--- src/rtl/control_sequencer_if.sv ---
// ============================================================================
// Module   : control_sequencer_if
// Brief    : Control-strobe bundle between the sequencer and the bus datapath.
// Revision : 1.0
// ============================================================================
`timescale 1ns/1ps
`default_nettype none

interface control_sequencer_if;
    logic        run;
    logic [31:0] IR;
    logic [15:0] Rout;
    logic [15:0] Rin;
    logic        PCout;
    logic        PCin;
    logic        MARin;
    logic        incPC;
    logic        MDRread;
    logic        MDRin;
    logic        MDRout;
    logic        IRin;
    logic        Yin;
    logic        Zlow_in;
    logic        Zhigh_in;
    logic        Zlowout;
    logic [11:0] ALUin;
    logic        busy;
    logic        halted;
    logic        illegal;

    modport master (
        input  run, IR,
        output Rout, Rin, PCout, PCin, MARin, incPC, MDRread, MDRin, MDRout,
               IRin, Yin, Zlow_in, Zhigh_in, Zlowout, ALUin, busy, halted, illegal
    );

    modport slave (
        output run, IR,
        input  Rout, Rin, PCout, PCin, MARin, incPC, MDRread, MDRin, MDRout,
               IRin, Yin, Zlow_in, Zhigh_in, Zlowout, ALUin, busy, halted, illegal
    );
endinterface

`default_nettype wire

--- src/rtl/control_sequencer.sv ---
// ============================================================================
// Module   : control_sequencer
// Brief    : Hardwired MiniSRC control unit: fetch, then binary/unary ALU ops.
// Revision : 1.0
// ============================================================================
`timescale 1ns/1ps
`default_nettype none

module control_sequencer #(
    parameter int unsigned MEM_WAIT = 0
) (
    input  logic               clock,
    input  logic               clr,
    control_sequencer_if.master bus
);

    localparam logic [3:0] c_mem_wait = 4'(MEM_WAIT);

    localparam logic [4:0] c_op_add = 5'b00011;
    localparam logic [4:0] c_op_sub = 5'b00100;
    localparam logic [4:0] c_op_shr = 5'b00101;
    localparam logic [4:0] c_op_shl = 5'b00110;
    localparam logic [4:0] c_op_ror = 5'b00111;
    localparam logic [4:0] c_op_rol = 5'b01000;
    localparam logic [4:0] c_op_and = 5'b01001;
    localparam logic [4:0] c_op_or  = 5'b01010;
    localparam logic [4:0] c_op_neg = 5'b10000;
    localparam logic [4:0] c_op_not = 5'b10001;
    localparam logic [4:0] c_op_nop = 5'b11010;
    localparam logic [4:0] c_op_hlt = 5'b11011;

    typedef enum logic [3:0] {
        S_IDLE   = 4'd0,
        S_T0     = 4'd1,
        S_T1     = 4'd2,
        S_T2     = 4'd3,
        S_T3     = 4'd4,
        S_T4     = 4'd5,
        S_T5     = 4'd6,
        S_HALTED = 4'd7
    } state_t;

    state_t      r_state;
    logic [3:0]  r_wait_cnt;
    logic        r_illegal;

    logic [4:0]  w_opcode;
    logic [15:0] w_ra_sel;
    logic [15:0] w_rb_sel;
    logic [15:0] w_rc_sel;
    logic        w_is_binary;
    logic        w_is_unary;
    logic        w_is_nop;
    logic        w_is_halt;
    logic        w_is_illegal;
    logic [11:0] w_alu_sel;
    logic        w_unused_ir;

    assign w_opcode    = bus.IR[31:27];
    assign w_ra_sel    = 16'd1 << bus.IR[26:23];
    assign w_rb_sel    = 16'd1 << bus.IR[22:19];
    assign w_rc_sel    = 16'd1 << bus.IR[18:15];
    assign w_unused_ir = ^bus.IR[14:0];

    // Opcode classification and one-hot ALU op select
    always_comb begin
        w_is_binary = 1'b0;
        w_is_unary  = 1'b0;
        w_is_nop    = 1'b0;
        w_is_halt   = 1'b0;
        w_alu_sel   = '0;
        case (w_opcode)
            c_op_add: begin w_is_binary = 1'b1; w_alu_sel[0]  = 1'b1; end
            c_op_sub: begin w_is_binary = 1'b1; w_alu_sel[1]  = 1'b1; end
            c_op_and: begin w_is_binary = 1'b1; w_alu_sel[2]  = 1'b1; end
            c_op_or:  begin w_is_binary = 1'b1; w_alu_sel[3]  = 1'b1; end
            c_op_shr: begin w_is_binary = 1'b1; w_alu_sel[4]  = 1'b1; end
            c_op_shl: begin w_is_binary = 1'b1; w_alu_sel[5]  = 1'b1; end
            c_op_ror: begin w_is_binary = 1'b1; w_alu_sel[6]  = 1'b1; end
            c_op_rol: begin w_is_binary = 1'b1; w_alu_sel[7]  = 1'b1; end
            c_op_neg: begin w_is_unary  = 1'b1; w_alu_sel[9]  = 1'b1; end
            c_op_not: begin w_is_unary  = 1'b1; w_alu_sel[10] = 1'b1; end
            c_op_nop: w_is_nop  = 1'b1;
            c_op_hlt: w_is_halt = 1'b1;
            default:  ;
        endcase
    end

    assign w_is_illegal = ~(w_is_binary | w_is_unary | w_is_nop | w_is_halt);

    always_ff @(posedge clock) begin
        if (clr) begin
            r_state    <= S_IDLE;
            r_wait_cnt <= '0;
            r_illegal  <= 1'b0;
        end else begin
            case (r_state)
                S_IDLE: if (bus.run) r_state <= S_T0;
                S_T0:   r_state <= S_T1;
                S_T1: begin
                    if (r_wait_cnt == c_mem_wait) begin
                        r_wait_cnt <= '0;
                        r_state    <= S_T2;
                    end else begin
                        r_wait_cnt <= r_wait_cnt + 4'd1;
                    end
                end
                S_T2:   r_state <= S_T3;
                S_T3: begin
                    if (w_is_binary || w_is_unary) begin
                        r_state <= S_T4;
                    end else if (w_is_halt) begin
                        r_state <= S_HALTED;
                    end else begin
                        // Undefined opcodes fall through as a nop after flagging
                        if (w_is_illegal) r_illegal <= 1'b1;
                        r_state <= S_T0;
                    end
                end
                S_T4:     r_state <= w_is_binary ? S_T5 : S_T0;
                S_T5:     r_state <= S_T0;
                S_HALTED: r_state <= S_HALTED;
                default:  r_state <= S_IDLE;
            endcase
        end
    end

    // Strobes depend only on state and IR so nothing combinationally follows run
    always_comb begin
        bus.Rout     = '0;
        bus.Rin      = '0;
        bus.PCout    = 1'b0;
        bus.PCin     = 1'b0;
        bus.MARin    = 1'b0;
        bus.incPC    = 1'b0;
        bus.MDRread  = 1'b0;
        bus.MDRin    = 1'b0;
        bus.MDRout   = 1'b0;
        bus.IRin     = 1'b0;
        bus.Yin      = 1'b0;
        bus.Zlow_in  = 1'b0;
        bus.Zhigh_in = 1'b0;
        bus.Zlowout  = 1'b0;
        bus.ALUin    = '0;
        case (r_state)
            S_T0: begin
                bus.PCout   = 1'b1;
                bus.MARin   = 1'b1;
                bus.incPC   = 1'b1;
                bus.Zlow_in = 1'b1;
            end
            S_T1: begin
                bus.Zlowout = 1'b1;
                bus.PCin    = 1'b1;
                bus.MDRread = 1'b1;
                bus.MDRin   = 1'b1;
            end
            S_T2: begin
                bus.MDRout = 1'b1;
                bus.IRin   = 1'b1;
            end
            S_T3: begin
                if (w_is_binary) begin
                    bus.Rout = w_rb_sel;
                    bus.Yin  = 1'b1;
                end else if (w_is_unary) begin
                    bus.Rout     = w_rb_sel;
                    bus.ALUin    = w_alu_sel;
                    bus.Zlow_in  = 1'b1;
                    bus.Zhigh_in = 1'b1;
                end
            end
            S_T4: begin
                if (w_is_binary) begin
                    bus.Rout     = w_rc_sel;
                    bus.ALUin    = w_alu_sel;
                    bus.Zlow_in  = 1'b1;
                    bus.Zhigh_in = 1'b1;
                end else if (w_is_unary) begin
                    bus.Zlowout = 1'b1;
                    bus.Rin     = w_ra_sel;
                end
            end
            S_T5: begin
                bus.Zlowout = 1'b1;
                bus.Rin     = w_ra_sel;
            end
            default: ;
        endcase
    end

    assign bus.busy    = (r_state == S_T0) || (r_state == S_T1) || (r_state == S_T2) ||
                         (r_state == S_T3) || (r_state == S_T4) || (r_state == S_T5);
    assign bus.halted  = (r_state == S_HALTED);
    assign bus.illegal = r_illegal;

endmodule

`default_nettype wire

--- src/flat_wrapper.sv ---
// flat-port wrapper written by rule: the top's interface ports become plain ports
module control_sequencer_flat 
#(
    parameter int unsigned MEM_WAIT = 0
)
  (clock, clr, bus_run, bus_IR, bus_Rout, bus_Rin, bus_PCout, bus_PCin, bus_MARin, bus_incPC, bus_MDRread, bus_MDRin, bus_MDRout, bus_IRin, bus_Yin, bus_Zlow_in, bus_Zhigh_in, bus_Zlowout, bus_ALUin, bus_busy, bus_halted, bus_illegal);
  control_sequencer_if bus_i ();
  input  logic clock;
  input  logic clr;
  input wire logic [$bits(bus_i.run)-1:0] bus_run;
  input wire logic [$bits(bus_i.IR)-1:0] bus_IR;
  output wire logic [$bits(bus_i.Rout)-1:0] bus_Rout;
  output wire logic [$bits(bus_i.Rin)-1:0] bus_Rin;
  output wire logic [$bits(bus_i.PCout)-1:0] bus_PCout;
  output wire logic [$bits(bus_i.PCin)-1:0] bus_PCin;
  output wire logic [$bits(bus_i.MARin)-1:0] bus_MARin;
  output wire logic [$bits(bus_i.incPC)-1:0] bus_incPC;
  output wire logic [$bits(bus_i.MDRread)-1:0] bus_MDRread;
  output wire logic [$bits(bus_i.MDRin)-1:0] bus_MDRin;
  output wire logic [$bits(bus_i.MDRout)-1:0] bus_MDRout;
  output wire logic [$bits(bus_i.IRin)-1:0] bus_IRin;
  output wire logic [$bits(bus_i.Yin)-1:0] bus_Yin;
  output wire logic [$bits(bus_i.Zlow_in)-1:0] bus_Zlow_in;
  output wire logic [$bits(bus_i.Zhigh_in)-1:0] bus_Zhigh_in;
  output wire logic [$bits(bus_i.Zlowout)-1:0] bus_Zlowout;
  output wire logic [$bits(bus_i.ALUin)-1:0] bus_ALUin;
  output wire logic [$bits(bus_i.busy)-1:0] bus_busy;
  output wire logic [$bits(bus_i.halted)-1:0] bus_halted;
  output wire logic [$bits(bus_i.illegal)-1:0] bus_illegal;
  assign bus_i.run = bus_run;
  assign bus_i.IR = bus_IR;
  assign bus_Rout = bus_i.Rout;
  assign bus_Rin = bus_i.Rin;
  assign bus_PCout = bus_i.PCout;
  assign bus_PCin = bus_i.PCin;
  assign bus_MARin = bus_i.MARin;
  assign bus_incPC = bus_i.incPC;
  assign bus_MDRread = bus_i.MDRread;
  assign bus_MDRin = bus_i.MDRin;
  assign bus_MDRout = bus_i.MDRout;
  assign bus_IRin = bus_i.IRin;
  assign bus_Yin = bus_i.Yin;
  assign bus_Zlow_in = bus_i.Zlow_in;
  assign bus_Zhigh_in = bus_i.Zhigh_in;
  assign bus_Zlowout = bus_i.Zlowout;
  assign bus_ALUin = bus_i.ALUin;
  assign bus_busy = bus_i.busy;
  assign bus_halted = bus_i.halted;
  assign bus_illegal = bus_i.illegal;
  control_sequencer #(.MEM_WAIT(MEM_WAIT)) u_core (.clock(clock), .clr(clr), .bus(bus_i));
endmodule
--- config.mk ---
export PLATFORM = sky130hd
export DESIGN_NAME = control_sequencer_flat
export DESIGN_NICKNAME = d
export VERILOG_FILES = /design/src/rtl/control_sequencer_if.sv /design/src/rtl/control_sequencer.sv /design/src/flat_wrapper.sv
export SDC_FILE = /design/constraint.sdc
export NUM_CORES = 1
export LEC_CHECK = 0
export CELL_PAD_IN_SITES_DETAIL_PLACEMENT = 1
export CELL_PAD_IN_SITES_GLOBAL_PLACEMENT = 2
export CORE_AREA = 2 2 93 95
export DETAILED_ROUTE_END_ITERATION = 16
export DIE_AREA = 0 0 95 97
export GPL_TIMING_DRIVEN = 0
export PLACE_DENSITY_LB_ADDON = 0.15
export SLEW_MARGIN = 20
export SYNTH_ARGS = -nofsm -noshare
export SYNTH_HDL_FRONTEND = slang
export SYNTH_SLANG_ARGS = --single-unit
--- constraint.sdc ---
create_clock -name clock -period 2.05 [get_ports clock]
set_clock_uncertainty 0.05 [all_clocks]
set_input_delay 0.3075 -clock clock [delete_from_list [all_inputs] [get_ports clock]]
set_output_delay 0.3075 -clock clock [all_outputs]
set_load 0.01 [all_outputs]
# Yosys cells after proc, flatten, opt, wreduce, memory -nomap -nowiden
# Cells that the tools add are included.
[classes]
addsub = 1
eq_ne = 21
shifts = 3
muxes = 42
bitwise_logic = 6
reduce_logical = 13
[ops]
columns = ["op", "count"]
rows = [
  ["16-bit two-way mux", 5],
  ["16-bit case mux with 2 select lines", 2],
  ["1-bit by 4-bit left shift with 16-bit output (first input constant)", 3],
  ["4-bit case mux with 8 select lines", 1],
  ["12-bit case mux with 2 select lines", 1],
  ["11-bit two-way mux", 2],
  ["1-bit two-way mux", 21],
  ["5-bit by 3-bit == test with 1-bit output (second input constant)", 4],
  ["5-bit == test (second input constant)", 4],
  ["4-bit by 3-bit == test with 1-bit output (second input constant)", 4],
  ["4-bit two-way mux", 4],
  ["5-bit by 4-bit == test with 1-bit output (second input constant)", 3],
  ["12-bit two-way mux", 1],
  ["4-bit by 2-bit == test with 1-bit output (second input constant)", 2],
  ["4-bit zero test", 2],
  ["8-bit OR reduction", 1],
  ["1-bit logical OR", 6],
  ["3-bit two-way mux", 2],
  ["5-bit by 2-bit == test with 1-bit output (second input constant)", 1],
  ["4-bit by 1-bit adder with 4-bit output (second input constant)", 1],
  ["4-bit by 1-bit == test with 1-bit output (second input constant)", 1],
  ["1-bit case mux with 2 select lines", 2],
  ["4-bit AND reduction", 1],
  ["2-bit OR reduction", 2],
  ["6 further kinds", 10],
]
[totals]
regBits = 9
in_bits = 35
out_inout_bits = 59
elab_cells = 89

# Longest topological paths before layout
# Gate-level depths: netlist (run 1).
[depth]
word_depth = 8
mapped_depth = 6
ltp_nobuf = 6

# Least setup slack after synthesis (run 1)
# No wires, ideal clock.
[synth_timing]
kind = "input to output"
start = "in bus_IR[30]"
end = "out bus_Rin[8]"
t_arrival_ps = 1682
required_time_ps = 1692
setup_slack_ps = 11
path_stages = 5
path_buffers = 1
path_cell_list = "buf_6 or4b_4 o21ai_4 nand2_4 nor4_1"
[synth_via]
elab_chain_cells = 6
elab_cells_between_ends = 17
cone_classes = "eq/ne (10); mux (5); reduce/logical (2)"
[synth_lines]
columns = ["item", "line_no", "rtl"]
rows = [
  ["start, declared", "flat_wrapper.sv:11", "input wire logic [$bits(bus_i.IR)-1:0] bus_IR;"],
  ["5-bit == test", "control_sequencer.sv:72", "case (w_opcode)"],
  ["2-bit OR reduction (no line)", "-", ""],
  ["1-bit two-way mux", "control_sequencer.sv:72", ""],
  ["16-bit two-way mux", "control_sequencer.sv:179", "end else if (w_is_unary) begin"],
  ["16-bit two-way mux (*)", "control_sequencer.sv:174", "if (w_is_binary) begin"],
  ["16-bit case mux with 2 select lines (*)", "control_sequencer.sv:145", "case (r_state)"],
  ["end, declared", "flat_wrapper.sv:13", "output wire logic [$bits(bus_i.Rin)-1:0] bus_Rin;"],
]
# Mark *: on every way between the ends. The rest lies on a longest branch, timed or not.

# Final worst setup path (run 1)
[layout_timing]
start = "in bus_IR[28]"
end = "out bus_Rin[0]"
# The elaborated chain is that of the path after synthesis.

==> results of run 1 <==
[layer usage]
layer  track usage (%)  vias up
met1             17.41      904
met5                 0        -
met3             1.791        2
met2             22.26       43
met4             1.003        0
li1                  -      940
[sequential cells by signal, indices dropped and copies added, names as in the netlist]
signal,flops
u_core.r_wait_cnt,4
u_core.bus.illegal,1
u_core.r_state,3
[power groups by stage]
stage	combinational [W]	sequential [W]	clock [W]
after CTS	0.000391	0.000179	0.000194
after global routing	0.000451	0.000180	0.000204
after floorplan	0.000185	0.000169	0
final	0.000415	0.000178	0.000186
after detailed placement	0.000322	0.000170	0
after global placement	0.000323	0.000170	0
[kinds of logic (layout without fill, tap and decap cells)]
logic type	Yosys count	after routing	synth area share [%]
buffers and inverters	31	134	11.68
flip-flops	8	8	11.68
AO/OA/AOI/OAI	37	37	18.80
AND/OR/NAND/NOR	119	119	52.10
adder cells (fa/ha/maj)	2	2	1.825
other	1	2	0.2735
multiplexers	3	3	2.372
XOR/XNOR	2	2	1.278
[how the worst min path moves through the flow]
stage	startpoint	end	cells past startpoint
after floorplan	u_core.bus.illegal$_SDFFE_PP0P_	u_core.bus.illegal$_SDFFE_PP0P_	2
after detailed placement	u_core.bus.illegal$_SDFFE_PP0P_	u_core.bus.illegal$_SDFFE_PP0P_	2
after CTS	u_core.bus.illegal$_SDFFE_PP0P_	u_core.bus.illegal$_SDFFE_PP0P_	2
after global placement	u_core.bus.illegal$_SDFFE_PP0P_	u_core.bus.illegal$_SDFFE_PP0P_	2
after global routing	u_core.bus.illegal$_SDFFE_PP0P_	u_core.bus.illegal$_SDFFE_PP0P_	2
final	u_core.bus.illegal$_SDFFE_PP0P_	u_core.bus.illegal$_SDFFE_PP0P_	2
[worst max-delay path: cells and delay by family]
family | cells | cell delay [ps]
AOI/OAI and AO/OA | 1 | 250
buffers and inverters | 3 | 410
and+or+nand+nor | 3 | 820
[stage by stage]
stage               instances  utilization, %  setup TNS [ps]  hold WS (ps)
floorplan                 204               -               0         419.6
global placement          379           27.13          -37130         388.0
detailed placement        379           27.13          -37210         408.7
CTS                       403           29.75           -1123         414.7
global route              412           31.98           -2414         446.1
finish                    412           31.98          -695.1         402.9
[cells in the mapped netlist, drive strengths merged (3+ instances only)]
cell type,n
a21oi,8
or2,3
nand4b,6
dfxtp,8
and3,6
nand2,9
nor3,11
o32ai,4
nor4,7
o21ai,6
nor3b,3
nand4,4
nand2b,10
nor2b,8
clkbuf,8
o22ai,9
buf,15
nand3,17
inv,8
nor2,30
[repair_timing]
| item | in CTS | in global routing |
|---|---|---|
| hold buffers | 0 | 0 |
| pin swaps | 25 | 22 |
| setup buffers | 24 | 13 |
| resized for setup | 208 | 50 |
| setup endpoints to repair | 57 | 42 |
[layout make-up]
| type | count | area share (%) |
|---|---|---|
| Inverter | 8 | 1.154 |
| Tap cell | 105 | 5.051 |
| Clock buffer | 3 | 1.587 |
| Timing Repair Buffer | 104 | 31.31 |
| Buffer | 19 | 6.494 |
| Multi-Input combinational cell | 165 | 47.81 |
| Sequential cell | 8 | 6.590 |
==> results.cfg, run 1 <==
[logic_synthesis]
syn_inst = 203
synth-edff-count = 0
synthFlopType = dfxtp_1
yosys_warnings = 0
async_reset_ff_share_pct = 0
synth.avg_cell_area_um2 = 6.755
synth_top_area_share_pct = 11.68
ys_seq_area_share_pct = 11.68
synth_area_mm2 = 0.001371
yosys-top-cells-area = dfxtp_1 (12%), nor2_1 (8.2%), nand3_1 (5.8%), nand2b_1 (4.6%), buf_4 (4.4%)
synth_top_cell_by_area = dfxtp_1
ys_seq_elements = 8
synth.distinct_cells = 47

[floorplan]
design.die.area_mm2 = 0.009215
num_rows = 33
initial_core_util_pct = 16.86
ios = 94
dieWidth_um = 95
chipHeight_um = 97
core_mm2 = 0.008134

[timing]
slew_viol_final = 0
worst_slew_pin_slew_ps = 575.8
fin_ws_ps = -95.88
fin_crit_sh_pct = 104.7
setup_viol = 18
hold_viol_final = 0
grt_setup_unrepaired = true
slew_headroom_pct = 61.62
finalCriticalPeriod_ps = 2146
fmax_mhz = 466.0

[global_route]
grt_pass1_vias = 1943
grt_remaining_overflow = 0
grt_pass1_wl_um = 9756
antenna_found_initial = 0
grt_start_max_net_pins = 11
grt_usage_pct = 12.83

[detailed_routing]
drtIter0Drc = 47
met1_length_um = 2848
vias_per_cell = 4.585
antenna_left = 0
remaining_drc_errors = 0
route.met2.wl_um = 3106
drt_wl_total_um = 6205
dr.pass1.iters = 4
routed.top_layer = met4
num_vias = 1889
wire_per_inst_um = 15.06
met3WireLength_um = 242

[power_and_ir_drop]
combPwrFrac_pct = 53.3
power.share.sequential_pct = 22.9
netSwitchingPower_w = 0.0002788
peakVddDrop_mv = 0.2482
intPower_w = 0.0005006
swShare_pct = 35.77
pwr_density_cell_mw_per_mm2 = 299.7
clockPowerShare_pct = 23.8
p_leak_nw = 1.143
fin_total_pwr_w = 0.0007795

[outcome]
violations = negative setup slack
status = complete, but fails checks

[final_layout]
diodes = 0
final_cell_area_mm2 = 0.002601
multi_input_area_mm2 = 0.001244
seqCellArea_um2 = 171.4
nets = 346
drive_gt1_share_pct = 46.58
areaGrowthSynthToFinish_pct = 89.69
final_cell_mix = buf_4 (36), buf_2 (35), nor2_1 (26), nand3_1 (14), clkdlybuf4s50_1 (14)
fill_cells = 1004
final_common_cell = buf_4

[worst_setup_path]
crit_path_end_kind = output pin
crit_type = primary input to output pin
cp_cell_sequence = buf_6 -> or4b_4 -> o21ai_4 -> buf_6 -> nand2_8 -> nor4b_4 -> buf_2
r2r_start = u_core.r_state[1]$_SDFFE_PP0P_
crit_arrival_ps = 1790
r2r_end = u_core.r_state[1]$_SDFFE_PP0P_
reg2reg_setup_slack_ps = 320
r2r_cells = 5
cp_common_cell = buf_6
required_ps = 1690
crit_slowest_cell = or4b_4
crit_path_start_kind = primary input
endpoint = bus_Rin[0]
startpoint = bus_IR[28]
slowest_delay_ps = 570
crit_fanout = 4

[clock_network]
cts.sinks = 8
numCtsBuffers = 3
clock_latency_ps = 220
ctsHtreeMaxLevel = 1
tritoncts = yes
clk_path_buf_depth = 2
cts-root-buf = clkbuf_8
path_clk_slew_ps = 40

[placed_design]
finalWeightedCongestion = 0.7344
dpl_cell_area_mm2 = 0.002207
pre_cts_ws_ps = -1015
port_buffers = 70
dp_hpwl_um = 4473

[worst_hold_path]
hold_class = register to register

[run]
drv_cap = 0
No activity file was read; power rests on OpenSTA's default activity.
==> run 2, diff against run 1 <==
--- a/config.mk
+++ b/config.mk
@@ -7,9 +7,11 @@
 export LEC_CHECK = 0
 export CELL_PAD_IN_SITES_DETAIL_PLACEMENT = 1
 export CELL_PAD_IN_SITES_GLOBAL_PLACEMENT = 2
-export CORE_AREA = 2 2 93 95
+export CORE_AREA = 2 2 71 73
+export CTS_CLUSTER_SIZE = 14
 export DETAILED_ROUTE_END_ITERATION = 16
-export DIE_AREA = 0 0 95 97
+export DIE_AREA = 0 0 73 75
+export DONT_BUFFER_PORTS = 1
 export GPL_TIMING_DRIVEN = 0
 export PLACE_DENSITY_LB_ADDON = 0.15
 export SLEW_MARGIN = 20
==> results.cfg, run 2 (synthesis results as in run 1) <==
[final_layout]
areaGrowthSynthToFinish_pct = 33.85
final_cell_mix = nor2_1 (25), buf_4 (17), nand3_1 (15), nand2b_1 (10)
instances_no_fill = 266
diodes = 0
fill_cells = 567
final_common_cell = nor2_1
nets = 251
largest_reg_flops = 4
largest-register = u_core.r_wait_cnt
final_cell_area_mm2 = 0.001836
drive_gt1_share_pct = 40.57

[detailed_routing]
wire_per_inst_um = 18.43
drtIter0Drc = 39
antenna_left = 0
num_vias = 1582
drt_wl_total_um = 4903
remaining_drc_errors = 0
vias_per_cell = 5.947
dr.pass1.iters = 2

[run]
drv_cap = 0

[placed_design]
dp_hpwl_um = 3695
dpl_cell_area_mm2 = 0.001443
port_buffers = 0
finalWeightedCongestion = 0.8135
dpl.cell_count = 258

[timing]
setup_viol = 0
slew_viol_final = 0
finalCriticalPeriod_ps = 2048
slew_headroom_pct = 57.63
grt_setup_unrepaired = true
worst_slew_pin_slew_ps = 632.7
hold_viol_final = 0
fin_crit_sh_pct = 99.90
whs_ps = 313.8
fmax_mhz = 488.3
fin_tns_setup_ps = 0

[clock_network]
tritoncts = yes
clock_latency_ps = 230
path_clk_slew_ps = 40
ctsHtreeMaxLevel = 1
clk_path_buf_depth = 2
cts-root-buf = clkbuf_8
numCtsBuffers = 3
cts.sinks = 8
ctsHoldBuffers = 0

[floorplan]
chipHeight_um = 75
dieWidth_um = 73
ios = 94
design.die.area_mm2 = 0.005475
core_mm2 = 0.004661
initial_core_util_pct = 29.42
num_rows = 25

[outcome]
status = finished, final reports clean

[power_and_ir_drop]
pwr_density_cell_mw_per_mm2 = 345.3
peakVddDrop_mv = 0.4461
p_leak_nw = 0.6111

[global_route]
use_met1_pct = 21.68
grt.met2_usage_pct = 28.53
antenna_found_initial = 0
grt.busiest_layer = met2
grt_remaining_overflow = 0
grt_use_met3_pct = 4.552
grt_start_max_net_pins = 11
grt_usage_pct = 16.75
grt_pass1_wl_um = 7362
grt_pass1_vias = 1506

[worst_setup_path]
path_delay_family = simple AND/OR/NAND/NOR gates
crit_slowest_cell = or4b_4
path_buf_inv = 1
crit_arrival_ps = 1690
crit_fanout = 8
crit_path_end_kind = output pin
slowest_delay_ps = 560
required_ps = 1690
cp_cell_sequence = buf_12 -> or4b_4 -> o21ai_4 -> nand2_4 -> nor4_4
crit_type = primary input to output pin
crit_path_start_kind = primary input

[worst_hold_path]
hold_class = primary input to register
## run 2: changes by cell type in the layout (fill, tap and decap cells not counted), moves of 4 or more
cell and delta:
buf_2 -32, buf_4 -19, buf_6 -8, clkdlybuf4s50_1 -14, dlygate4sd2_1 -7, dlymetal6s2s_1 -7, o22ai_1 -5, o22ai_2 +4
## run 2: cell type report
class | instances | area (um^2) | share of cell area (%)
multi-input combinational | 165 | 1326 | 72.26
buffer | 20 | 147.6 | 8.044
timing repair buffer | 8 | 60.06 | 3.272
tap | 54 | 67.56 | 3.681
inverter | 8 | 30.03 | 1.636
sequential | 8 | 162.7 | 8.862
clock buffer | 3 | 41.29 | 2.249
## run 2: final timing paths
path | startpoint | end | slack [ps] | depth (start not counted)
setup / recovery | bus_IR[30] | bus_Rin[9] | 2 | 5
hold / removal | bus_IR[29] | u_core.bus.illegal$_SDFFE_PP0P_ | 310 | 2
setup reg to reg | u_core.r_state[2]$_SDFFE_PP0P_ | u_core.r_wait_cnt[3]$_SDFFE_PP0P_ | 380 | 5
hold reg to reg | u_core.bus.illegal$_SDFFE_PP0P_ | u_core.bus.illegal$_SDFFE_PP0P_ | 450 | 2
## run 2: repair_timing
| item | in CTS | in global routing |
|---|---|---|
| gates resized for setup | 37 | 36 |
| buffers inserted | 6 | 2 |
| endpoints found under the hold margin | 0 | 0 |
| pin swaps | 4 | 6 |
| setup endpoints to repair | 38 | 37 |
## run 2: metal layers
layer  vias up  share of wire (%)  routed length [um]
met5         -                  0                   0
met4         0               0.37                  18
met3         4                7.8                 380
met2        59                 49                2394
met1       765                 43                2111
li1        754                  -                   -
## run 2: per-stage QoR
| stage | setup slack, ps | utilization [%] | total power, W |
|---|---|---|---|
| 2_1_floorplan | 10.89 | - | 0.0003536 |
| 3_3_place_gp | -132.2 | 30.95 | 0.0003920 |
| 3_5_place_dp | -141.1 | 30.95 | 0.0003965 |
| 4_1_cts | -15.77 | 37.02 | 0.0006234 |
| 5_1_grt | -57.72 | 39.38 | 0.0006723 |
| 6_report | 2.063 | 39.38 | 0.0006338 |
## run 2: power by group
part | leakage [nW] | switching (W) | total [W] | internal [W]
clock | 0.0216 | 0.0000648 | 0.000192 | 0.000127
combinational | 0.524 | 0.000168 | 0.000265 | 0.0000974
sequential | 0.0655 | 0.0000123 | 0.000176 | 0.000164
total | 0.611 | 0.000245 | 0.000634 | 0.000389
==> run 3, diff against run 2 <==
--- a/config.mk
+++ b/config.mk
@@ -7,13 +7,13 @@
 export LEC_CHECK = 0
 export CELL_PAD_IN_SITES_DETAIL_PLACEMENT = 1
 export CELL_PAD_IN_SITES_GLOBAL_PLACEMENT = 2
-export CORE_AREA = 2 2 71 73
+export CORE_AREA = 2 2 93 95
 export CTS_CLUSTER_SIZE = 14
 export DETAILED_ROUTE_END_ITERATION = 16
-export DIE_AREA = 0 0 73 75
-export DONT_BUFFER_PORTS = 1
+export DIE_AREA = 0 0 95 97
 export GPL_TIMING_DRIVEN = 0
-export PLACE_DENSITY_LB_ADDON = 0.15
+export HOLD_SLACK_MARGIN = 0.05
+export PLACE_DENSITY = 0.77
 export SLEW_MARGIN = 20
 export SYNTH_ARGS = -nofsm -noshare
 export SYNTH_HDL_FRONTEND = slang
==> results.cfg, run 3 (synthesis results as in run 1) <==
[worst_setup_path]
crit_fanout = 4
crit_path_start_kind = primary input
crit_type = primary input to output pin
crit_path_end_kind = output pin
crit_arrival_ps = 1740
required_ps = 1690
r2r_start = u_core.r_state[1]$_SDFFE_PP0P_
startpoint = bus_IR[28]

[clock_network]
numCtsBuffers = 3
path_clk_slew_ps = 40
clock_latency_ps = 230
tritoncts = yes
cts-root-buf = clkbuf_8
ctsHtreeMaxLevel = 1
ctsHoldBuffers = 0
cts.sinks = 8
clk_path_buf_depth = 2

[floorplan]
num_rows = 33
initial_core_util_pct = 16.86
chipHeight_um = 97
ios = 94
dieWidth_um = 95
design.die.area_mm2 = 0.009215
core_mm2 = 0.008134

[timing]
fin_crit_sh_pct = 102.5
fmax_mhz = 475.9
slew_viol_final = 0
slew_headroom_pct = 66.27
hold_viol_final = 0
worst_slew_pin_slew_ps = 505.9
grt_setup_unrepaired = true
fin_ws_ps = -51.45
whs_ps = 391.8
setup_viol = 8
fin_tns_setup_ps = -228.2
finalCriticalPeriod_ps = 2101

[worst_hold_path]
hold_class = register to register
hold_start = u_core.bus.illegal$_SDFFE_PP0P_

[power_and_ir_drop]
pwr_density_cell_mw_per_mm2 = 305.6
peakVddDrop_mv = 0.1569
fin_total_pwr_w = 0.0007740
p_leak_nw = 1.139

[global_route]
grt_usage_pct = 12.03
antenna_found_initial = 0
grt.busiest_layer = met2
grt.met2_usage_pct = 20.51
grt_pass1_wl_um = 9280
grt_start_max_net_pins = 11
grt_use_met3_pct = 2.570
grt_pass1_vias = 1912
use_met1_pct = 15.05
grt_remaining_overflow = 0

[placed_design]
finalWeightedCongestion = 0.8097
dp_hpwl_um = 4420
port_buffers = 70

[detailed_routing]
vias_per_cell = 4.682
drt_wl_total_um = 5894
num_vias = 1901
dr.pass1.iters = 4
antenna_left = 0
drtIter0Drc = 45
remaining_drc_errors = 0
wire_per_inst_um = 14.52

[final_layout]
drive_gt1_share_pct = 44.52
utilization_pct = 31.13
diodes = 0
final_common_cell = buf_4
largest-register = u_core.r_wait_cnt
areaGrowthSynthToFinish_pct = 84.67
final_cell_mix = buf_4 (32), nor2_1 (26), buf_2 (25), nand3_1 (15)
largest_reg_flops = 4
nets = 340

[outcome]
violations = negative setup slack
status = complete, but fails checks

[run]
drv_cap = 0
[run 3: layout make-up]
| cell class | count | area (um^2) |
|---|---|---|
| flip-flops and latches | 8 | 168.9 |
| repair buffers | 98 | 769.5 |
| well taps | 105 | 131.4 |
| clock buffers | 3 | 41.29 |
| fillers | 1002 | 5602 |
| inverters | 8 | 30.03 |
| plain buffers | 19 | 170.2 |
| multi-input cells | 165 | 1221 |
[run 3: power by group]
group | leakage, nW | total (W) | switching (W) | internal [W]
Clock | 0.0216 | 0.000190 | 0.0000624 | 0.000127
Sequential | 0.0667 | 0.000179 | 0.0000147 | 0.000164
Combinational | 1.05 | 0.000405 | 0.000202 | 0.000204
Total | 1.14 | 0.000774 | 0.000279 | 0.000495
[run 3: worst paths after layout]
path                                      to  slack, ps  depth (start not counted)
max                               bus_Rin[0]        -50                          7
max reg2reg   u_core.r_state[1]$_SDFFE_PP0P_        430                          5
min          u_core.bus.illegal$_SDFFE_PP0P_        390                          2
min reg2reg  u_core.bus.illegal$_SDFFE_PP0P_        390                          2
[run 3: critical path, stage by stage]
cell and delay [ps]:
buf_6 90, or4b_4 570, o21ai_4 220, buf_6 130
nand2_4 60, nor4b_2 200, buf_2 170
[run 3: per-layer routing]
layer  part of all wire (%)  vias to the layer above
li1                       -                      932
met1                     43                      897
met2                     47                       68
met3                    8.6                        4
met4                   0.87                        0
met5                      0                        -
[run 3: timing repair]
item	CTS	global route
resized for setup	206	39
setup endpoints to repair	56	39
setup buffers	21	7
pin swaps	24	19
[run 3: metrics by stage]
step                cell area (um^2)  setup slack [ps]  cells
finish                          2532            -51.45    406
global placement                2207            -978.0    379
CTS                             2452            -111.8    400
floorplan                       1375             10.89    204
detailed placement              2207            -973.9    379
global route                    2532            -137.3    406
